==> src/rtl/bcd_alarm_timer.sv <==
// bcd_alarm_timer: MM:SS BCD up/down timer with NUM_CH armed alarm channels
//
// Ports:
//   clk          system clock, all state on posedge
//   reset        asynchronous active-low reset
//   run          count advances on tick when high
//   dir          0 = count up, 1 = count down (saturates at 00:00)
//   load         pulse: count <= preset if preset is valid BCD MM:SS
//   preset       BCD {m10,m1,s10,s1}
//   inc          pulse: setpoint[sel] += 1 s (BCD, 59:59 wraps)
//   sel          channel for inc and setpoint_out
//   arm          per-channel alarm enable (level)
//   ack          pulse: silence all ringing channels
//   snooze       (ALARM_SNOOZE_EN only) pulse: snooze ringing channels
//   count        current BCD count
//   setpoint_out setpoint of channel sel, 0000 when sel >= NUM_CH
//   ringing      per-channel alarm active
//   tick         one-cycle pulse per second
//   zero         count == 0000
//
// Build option: define ALARM_SNOOZE_EN to add the snooze input and the
// SNOOZE_SECS parameter.
module bcd_alarm_timer #(
    parameter int TICK_DIV  = 50_000_000,
    parameter int NUM_CH    = 2,
    parameter int CH_W      = 1,
    parameter int RING_SECS = 30
`ifdef ALARM_SNOOZE_EN
    ,
    parameter int SNOOZE_SECS = 60
`endif
) (
    input  logic              clk,
    input  logic              reset,
    input  logic              run,
    input  logic              dir,
    input  logic              load,
    input  logic [15:0]       preset,
    input  logic              inc,
    input  logic [CH_W-1:0]   sel,
    input  logic [NUM_CH-1:0] arm,
    input  logic              ack,
`ifdef ALARM_SNOOZE_EN
    input  logic              snooze,
`endif
    output logic [15:0]       count,
    output logic [15:0]       setpoint_out,
    output logic [NUM_CH-1:0] ringing,
    output logic              tick,
    output logic              zero
);
    localparam int PW = $clog2(TICK_DIV);

    function automatic logic [15:0] bcd_inc(input logic [15:0] v);
        logic [3:0] m10, m1, s10, s1;
        {m10, m1, s10, s1} = v;
        if (s1 != 4'd9) s1 = s1 + 4'd1;
        else begin
            s1 = '0;
            if (s10 != 4'd5) s10 = s10 + 4'd1;
            else begin
                s10 = '0;
                if (m1 != 4'd9) m1 = m1 + 4'd1;
                else begin
                    m1  = '0;
                    m10 = (m10 == 4'd5) ? '0 : m10 + 4'd1;
                end
            end
        end
        return {m10, m1, s10, s1};
    endfunction

    function automatic logic [15:0] bcd_dec(input logic [15:0] v);
        logic [3:0] m10, m1, s10, s1;
        {m10, m1, s10, s1} = v;
        if (v == '0) return v;
        if (s1 != '0) s1 = s1 - 4'd1;
        else begin
            s1 = 4'd9;
            if (s10 != '0) s10 = s10 - 4'd1;
            else begin
                s10 = 4'd5;
                if (m1 != '0) m1 = m1 - 4'd1;
                else begin
                    m1  = 4'd9;
                    m10 = m10 - 4'd1;
                end
            end
        end
        return {m10, m1, s10, s1};
    endfunction

    logic [PW-1:0]             pre_q, pre_d;
    logic                      tick_q, tick_d;
    logic [15:0]               count_q, count_d;
    logic                      chg_q, chg_d;
    logic [NUM_CH-1:0][15:0]   sp_q, sp_d;
    logic [NUM_CH-1:0]         cmp_q, cmp_d;
    logic [NUM_CH-1:0]         ring_q, ring_d;
    logic [NUM_CH-1:0][7:0]    rc_q, rc_d;
    logic [NUM_CH-1:0]         set_c, exp_c;
    logic [NUM_CH-1:0]         snz, sdone;
    logic                      load_ok;

    always_comb begin
        load_ok = load && preset[15:12] <= 4'd5 && preset[11:8] <= 4'd9 &&
                  preset[7:4] <= 4'd5 && preset[3:0] <= 4'd9;
        pre_d   = (load_ok || pre_q == PW'(TICK_DIV - 1)) ? '0 : pre_q + PW'(1);
        tick_d  = pre_q == PW'(TICK_DIV - 1);
        count_d = load_ok ? preset :
                  (tick_q && run) ? (dir ? bcd_dec(count_q) : bcd_inc(count_q)) : count_q;
        // A saturated down-count is not a change, so a held 00:00 match rings once.
        chg_d   = load_ok || (tick_q && run && !(dir && count_q == '0));
        sp_d    = sp_q;
        cmp_d   = '0;
        set_c   = '0;
        exp_c   = '0;
        ring_d  = '0;
        rc_d    = rc_q;
        for (int c = 0; c < NUM_CH; c++) begin
            cmp_d[c]  = count_q == sp_q[c];
            sp_d[c]   = (inc && int'(sel) == c) ? bcd_inc(sp_q[c]) : sp_q[c];
            // Match edge: compare newly true, or count just moved onto the value.
            set_c[c]  = arm[c] && cmp_d[c] && !ring_q[c] && (!cmp_q[c] || chg_q);
            exp_c[c]  = ring_q[c] && tick_q && rc_q[c] == 8'(RING_SECS - 1);
            ring_d[c] = set_c[c] || (sdone[c] && arm[c] && !ack) ||
                        (ring_q[c] && arm[c] && !ack && !exp_c[c] && !snz[c]);
            rc_d[c]   = (set_c[c] || sdone[c]) ? '0 :
                        (ring_q[c] && tick_q) ? rc_q[c] + 8'd1 : rc_q[c];
        end
    end

    // cmp_q resets high: count and setpoints both clear to 0000, so there is
    // no fresh match edge on reset release.
    always_ff @(posedge clk or negedge reset) begin
        if (!reset) begin
            pre_q   <= '0;
            tick_q  <= 1'b0;
            count_q <= '0;
            chg_q   <= 1'b0;
            sp_q    <= '0;
            cmp_q   <= '1;
            ring_q  <= '0;
            rc_q    <= '0;
        end else begin
            pre_q   <= pre_d;
            tick_q  <= tick_d;
            count_q <= count_d;
            chg_q   <= chg_d;
            sp_q    <= sp_d;
            cmp_q   <= cmp_d;
            ring_q  <= ring_d;
            rc_q    <= rc_d;
        end
    end

`ifdef ALARM_SNOOZE_EN
    logic [NUM_CH-1:0]       sn_q, sn_d;
    logic [NUM_CH-1:0][15:0] sc_q, sc_d;

    always_comb begin
        snz   = '0;
        sdone = '0;
        sn_d  = '0;
        sc_d  = sc_q;
        for (int c = 0; c < NUM_CH; c++) begin
            snz[c]   = snooze && ring_q[c];
            sdone[c] = sn_q[c] && tick_q && sc_q[c] == 16'(SNOOZE_SECS - 1);
            // A pending snooze ends on expiry, a fresh ring, ack or disarm.
            sn_d[c]  = (snz[c] || (sn_q[c] && !ring_q[c] && !sdone[c])) && !ack && arm[c];
            sc_d[c]  = snz[c] ? '0 : (sn_q[c] && tick_q) ? sc_q[c] + 16'd1 : sc_q[c];
        end
    end

    always_ff @(posedge clk or negedge reset) begin
        if (!reset) begin
            sn_q <= '0;
            sc_q <= '0;
        end else begin
            sn_q <= sn_d;
            sc_q <= sc_d;
        end
    end
`else
    assign snz   = '0;
    assign sdone = '0;
`endif

    always_comb begin
        setpoint_out = '0;
        for (int c = 0; c < NUM_CH; c++)
            setpoint_out = (int'(sel) == c) ? sp_q[c] : setpoint_out;
    end

    assign count   = count_q;
    assign ringing = ring_q;
    assign tick    = tick_q;
    assign zero    = count_q == '0;
endmodule

==> config.mk <==
export PLATFORM = sky130hd
export DESIGN_NAME = bcd_alarm_timer
export DESIGN_NICKNAME = d
export VERILOG_FILES = /design/src/rtl/bcd_alarm_timer.sv
export SDC_FILE = /design/constraint.sdc
export NUM_CORES = 1
export LEC_CHECK = 0
export BUFFER_PORTS_ARGS = -buffer_cell sky130_fd_sc_hd__buf_2
export CAP_MARGIN = 20
export CORE_MARGIN = 2
export CORE_UTILIZATION = 40
export CTS_BUF_LIST = sky130_fd_sc_hd__clkbuf_4 sky130_fd_sc_hd__clkbuf_8
export DETAILED_ROUTE_END_ITERATION = 8
export PLACE_DENSITY_LB_ADDON = 0.2
export SLEW_MARGIN = 20
export SYNTH_ARGS = -nofsm -noshare
export SYNTH_HDL_FRONTEND = slang
export SYNTH_SLANG_ARGS = --single-unit
==> constraint.sdc <==
create_clock -name clk -period 4.5 [get_ports clk]
set_input_delay 0.225 -clock clk [delete_from_list [all_inputs] [get_ports clk]]
set_output_delay 0.225 -clock clk [all_outputs]
set_load 0.02 [all_outputs]
======== After elaboration in Yosys (flattened, before gate mapping) ========
Index checks and enable logic that the tools add are counted.
cells by class
  add/subtract/negate cells ............... 19
  order comparisons ....................... 4
  equal/unequal tests ..................... 24
  multiplexer cells ....................... 38
  bitwise gates (word level) .............. 7
  reduce and logical (&&, ||, !) cells .... 56
operator list
  operator                 count
  $mux W4                  27
  $mux W16                 5
  $add A4 B1 Y4 const B    12
  $ne A4 B4 Y1 const B     10
  $eq A16 B16 Y1           2
  $mux W8                  4
  $add A26 B1 Y26 const B  1
  $eq A26 B26 Y1 const B   1
  $mux W26                 1
  $logic_and A1 B1 Y1      25
  $add A8 B1 Y8 const B    2
  $eq A8 B5 Y1 const B     2
  $logic_not A16 Y1        1
  $sub A4 B1 Y4 const B    4
  $eq A4 B3 Y1 const B     3
  $ne A4 B3 Y1 const B     3
  $reduce_and A4 Y1        3
  $reduce_bool A4 Y1       3
  $ne A3 B3 Y1 const B     3
  $le A4 B3 Y1 const B     2
  $le A4 B4 Y1 const B     2
  $logic_not A1 Y1         8
  $reduce_and A8 Y1        1
  $not A1 Y1               7
  other kinds (6)          16
word-level totals
  register bits ........................... 96
  input port bits ......................... 26
  output and inout port bits .............. 36
  word-level logic and storage cells ...... 167

======== Logic depth before layout (Yosys ltp) ========
  depth in word-level cells ............... 8
  gate-level depth with buffers ........... 8
  mapped depth without buffers ............ 7

======== Worst setup path after synthesis ========
OpenSTA, ideal clock, no wires.
  path kind ............................... register to output
  start point ............................. reg count_q[12], in the netlist count[12]
  end point ............................... out zero
  arrival time ............................ 2.040 ns
  required time ........................... 4.275 ns
  setup slack ............................. 2.235 ns
  stages on the path, launching flop included .. 7
  cell sequence ........................... dfrtp_1 > clkbuf_1 > inv_1 > ha_1 > nor4b_2 > nand3_1 > nor3b_1
on the way
  cells in the longest elaborated chain, start to end .. 1
RTL lines
  element                   RTL line  text
  start: declaration        95        logic [15:0] count_q, count_d;
  start signal: assignment  148       count_q <= count_d;
  $logic_not A16 Y1         198       assign zero = count_q == '0;
  end: declaration          50        output logic zero
Every way passes these cells.

======== Worst setup path after layout ========
Same ends and word-level chain as after synthesis.

==> summary.md <==
STA
- **Fmax** 371 MHz
- **Slew HR** 36.6%
- **setup repair after global routing missed its margin** false
- **final worst clock skew** 0.0126 ns
- **final period utilization** 59.9%
- **Post-Route Setup TNS** 0 ns
- **actual transition at the worst max-transition pin** 0.950 ns
- **number of pins exceeding their max-slew limit in the final report** 0
- **number of failing hold endpoints at the final stage** 0
- **shortest clock period the worst path allows after layout** 2.69 ns
- **final setup fails** 0

Power
- **share of total power in combinational logic** 29.2%
- **part of the power in the clock network** 23.9%
- **Cell Pwr Density** 445 nW/um2
- **switching share of total power** 38.4%
- **IR Drop Worst-Case VDD** 219 uV
- **standby leakage power** 2.79 nW
- **net switching power figure** 1.14 mW
- **power after layout** 2.96 mW
- **sequential cell fraction of total power** 46.8%
- **Pint** 1.83 mW

Synthesis
- **Post-synth EDFFs** 0
- **Mapped Area** 6060 um2
- **Yosys cell types** 71
- **warning count from the yosys run** 0
- **share of the synthesized area in compound gates (AO/OA/AOI/OAI)** 10.7%
- **net count after synthesis** 692
- **synthesized-area fraction occupied by and/or/nand/nor cells** 24.9%
- **flops & latches, synth** 96
- **sequential-to-total area share from yosys stat** 39.7%
- **most used flip-flop cell after synthesis** sky130_fd_sc_hd__dfrtp_1
- **main combinational cell family by area after synthesis** simple AND/OR/NAND/NOR gates
- **Mapped Cells** 656
- **post-synthesis adder-cell area fraction** 2.06%
- **proportion of synthesized area in mux cells** 4.73%
- **ys async rst share** 100%
- **synthesized area per cell** 9.24 um2
- **XOR/XNOR Fraction of Synth Area** 13.1%

Global route
- **global-route usage over all layers** 18.2%
- **pin count of the biggest net entering global routing** 57
- **overall overflow remaining after global route** 0
- **antenna violations before repair** 0
- **via count of the first global-routing pass** 4646
- **global-route wire length before repair** 23.6 mm

Job
- **max_cap viols** 0

Layout
- **fraction of final layout cells with drive strength greater than 1** 17.1%
- **number of nets in the final layout** 721
- **final cell utilization of the core** 44.3%
- **most common cell after layout, fill and taps aside** sky130_fd_sc_hd__dfrtp_1
- **post-route cell area** 6660 um2
- **antenna diode count** 0
- **commonest cells after routing, fill and taps aside** sky130_fd_sc_hd__dfrtp_1, sky130_fd_sc_hd__xnor2_1, sky130_fd_sc_hd__nor2_1
- **area growth from synthesis to layout** 9.84%

Drt
- **antenna-violating nets left** 0
- **wirelength, routed** 14.2 mm
- **Max Used Layer** met4
- **met3 WL** 475 um
- **first-iteration detailed-routing DRC count** 381
- **Via density** 5.50
- **count of unresolved DRC violations after routing** 0
- **wire length the detailed router placed on met1** 6.89 mm
- **DR WL/cell** 16.1 um
- **total via count after detailed routing** 4832
- **drt first pass iters** 4
- **detailed-routed wire length on met2** 6.51 mm

Critical path
- **highest net fanout along the worst path** 12
- **data arrival at the endpoint of the critical path** 2.47 ns
- **required time at the worst-slack endpoint** 4.28 ns
- **kind of capture point of the worst setup path** output port
- **cell breakdown of the critical path** inv_1 > ha_1 > nor4b_2 > nand3_1 > nor3b_1 > buf_2
- **number of buffers and inverters on the critical path** 2
- **Worst Path Class, Setup** reg -> out
- **type of element launching the critical path** flip-flop
- **critical path's top delay family** simple AND/OR/NAND/NOR gates
- **CP peak stage delay** 0.56 ns
- **slowest CP cell** sky130_fd_sc_hd__dfrtp_1

Clocking
- **clock sink count** 96
- **clock transition at the registers of the reported paths** 0.10 ns
- **Post-CTS Setup Repair Bufs** 0
- **cell at the root of the clock tree** sky130_fd_sc_hd__clkbuf_8
- **Bufs on Longest Clock Path** 2
- **CTS H-tree lvls** 3
- **TritonCTS Buffers** 9
- **quantity of hold-fixing buffers added after cts** 1
- **source-to-sink clock delay at the later pin of the worst-skew pair** 0.38 ns
- **post-cts sizing count** 0
- **TritonCTS clock tree** done

Min path
- **path class of the lowest-slack min-delay path** in -> reg

Placed design
- **Final Wtd Congestion** 0.881
- **Final HPWL DP** 9.98 mm
- **cell area after placement** 6390 um2
- **IO Port Bufs** 61

Run status
- **status** finished, final reports clean

Floorplan
- **total core area** 15000 um2
- **starting density of the core** 40.3%
- **total number of placement rows** 45
- **full die area** 16200 um2
- **overall die height** 127 um
- **Die X** 127 um
- **IO Count** 62

logic make-up (layout without fill, tap and decap cells):
family,count (synthesis),in the layout
fa+ha+maj,10,10
simple gates,273,273
mux,26,26
flops,96,96
compound gates,97,97
xor+xnor,91,91
buf+inv,63,97
worst paths after layout:
kind	start	depth (start not counted)	slack (ns)	end
worst max register to register	pre_q[0]	6	1.90	pre_q[8]
min in group asynchronous	reset	2	0.44	count[12]
worst min-delay path	preset[4]	3	0.06	count[4]
worst min register to register	pre_q[0]	1	0.52	pre_q[0]
worst max-delay path	count[12]	6	1.81	zero
max in group asynchronous	reset	3	3.05	cmp_q[1]
layer usage:
metal	vias to the layer above	global-route usage, %
met5	-	0
met4	0	7.11
met3	17	3.39
met2	88	28.1
met1	2385	25.4
li1	2342	-
tightest hold or removal path, cell delays in order:
cell and delay [ns]:
sky130_fd_sc_hd__buf_2 0.08, sky130_fd_sc_hd__nand2_1 0.04, sky130_fd_sc_hd__o21ai_0 0.06
synthesized netlist by cell type (17+ instances only):
cell,instances,area [um2]
sky130_fd_sc_hd__dfrtp_1,94,2350
sky130_fd_sc_hd__xnor2_1,64,561
sky130_fd_sc_hd__nor2_1,61,229
sky130_fd_sc_hd__nand2_1,53,199
sky130_fd_sc_hd__o21ai_0,31,155
sky130_fd_sc_hd__clkbuf_1,29,109
sky130_fd_sc_hd__xor2_1,27,236
sky130_fd_sc_hd__nand3_1,25,125
sky130_fd_sc_hd__mux2_2,21,236
sky130_fd_sc_hd__nand4_1,21,131
sky130_fd_sc_hd__nor2b_1,18,113
sky130_fd_sc_hd__a21oi_1,17,85.1
sky130_fd_sc_hd__inv_1,17,63.8
power by group through the flow:
stage	registers (mW)	logic, mW	clock network (mW)
floorplan	1.22	0.782	0
global placement	1.39	0.849	0
detailed placement	1.40	0.869	0
CTS	1.38	0.876	0.727
global route	1.43	0.973	0.765
finish	1.39	0.867	0.710
registers in the layout, indices dropped and copies added, names as in the netlist:
| register | flops |
|---|---|
| sp_q | 32 |
| pre_q | 26 |
| count | 16 |
| rc_q | 16 |
| cmp_q | 2 |
| ringing | 2 |
| chg_q | 1 |
| tick | 1 |
cell type report:
class | count | area (um2)
Fill cell | 1433 | 8370
Multi-Input combinational cell | 497 | 3370
Sequential cell | 96 | 2400
Timing Repair Buffer | 64 | 333
Tap cell | 188 | 235
Clock inverter | 7 | 126
Clock buffer | 9 | 124
Inverter | 17 | 63.8
per-stage QoR:
stage                     setup WS (ns)  hold WS (ns)  std cells
after global placement             2.02         0.342        861
after CTS                          1.80        0.0374        878
after floorplan                    2.23       -0.0706        656
final                              1.81        0.0558        878
after detailed placement           1.91         0.345        861
after global routing               1.62        0.0553        878
Power figures use the tool's default switching activity.
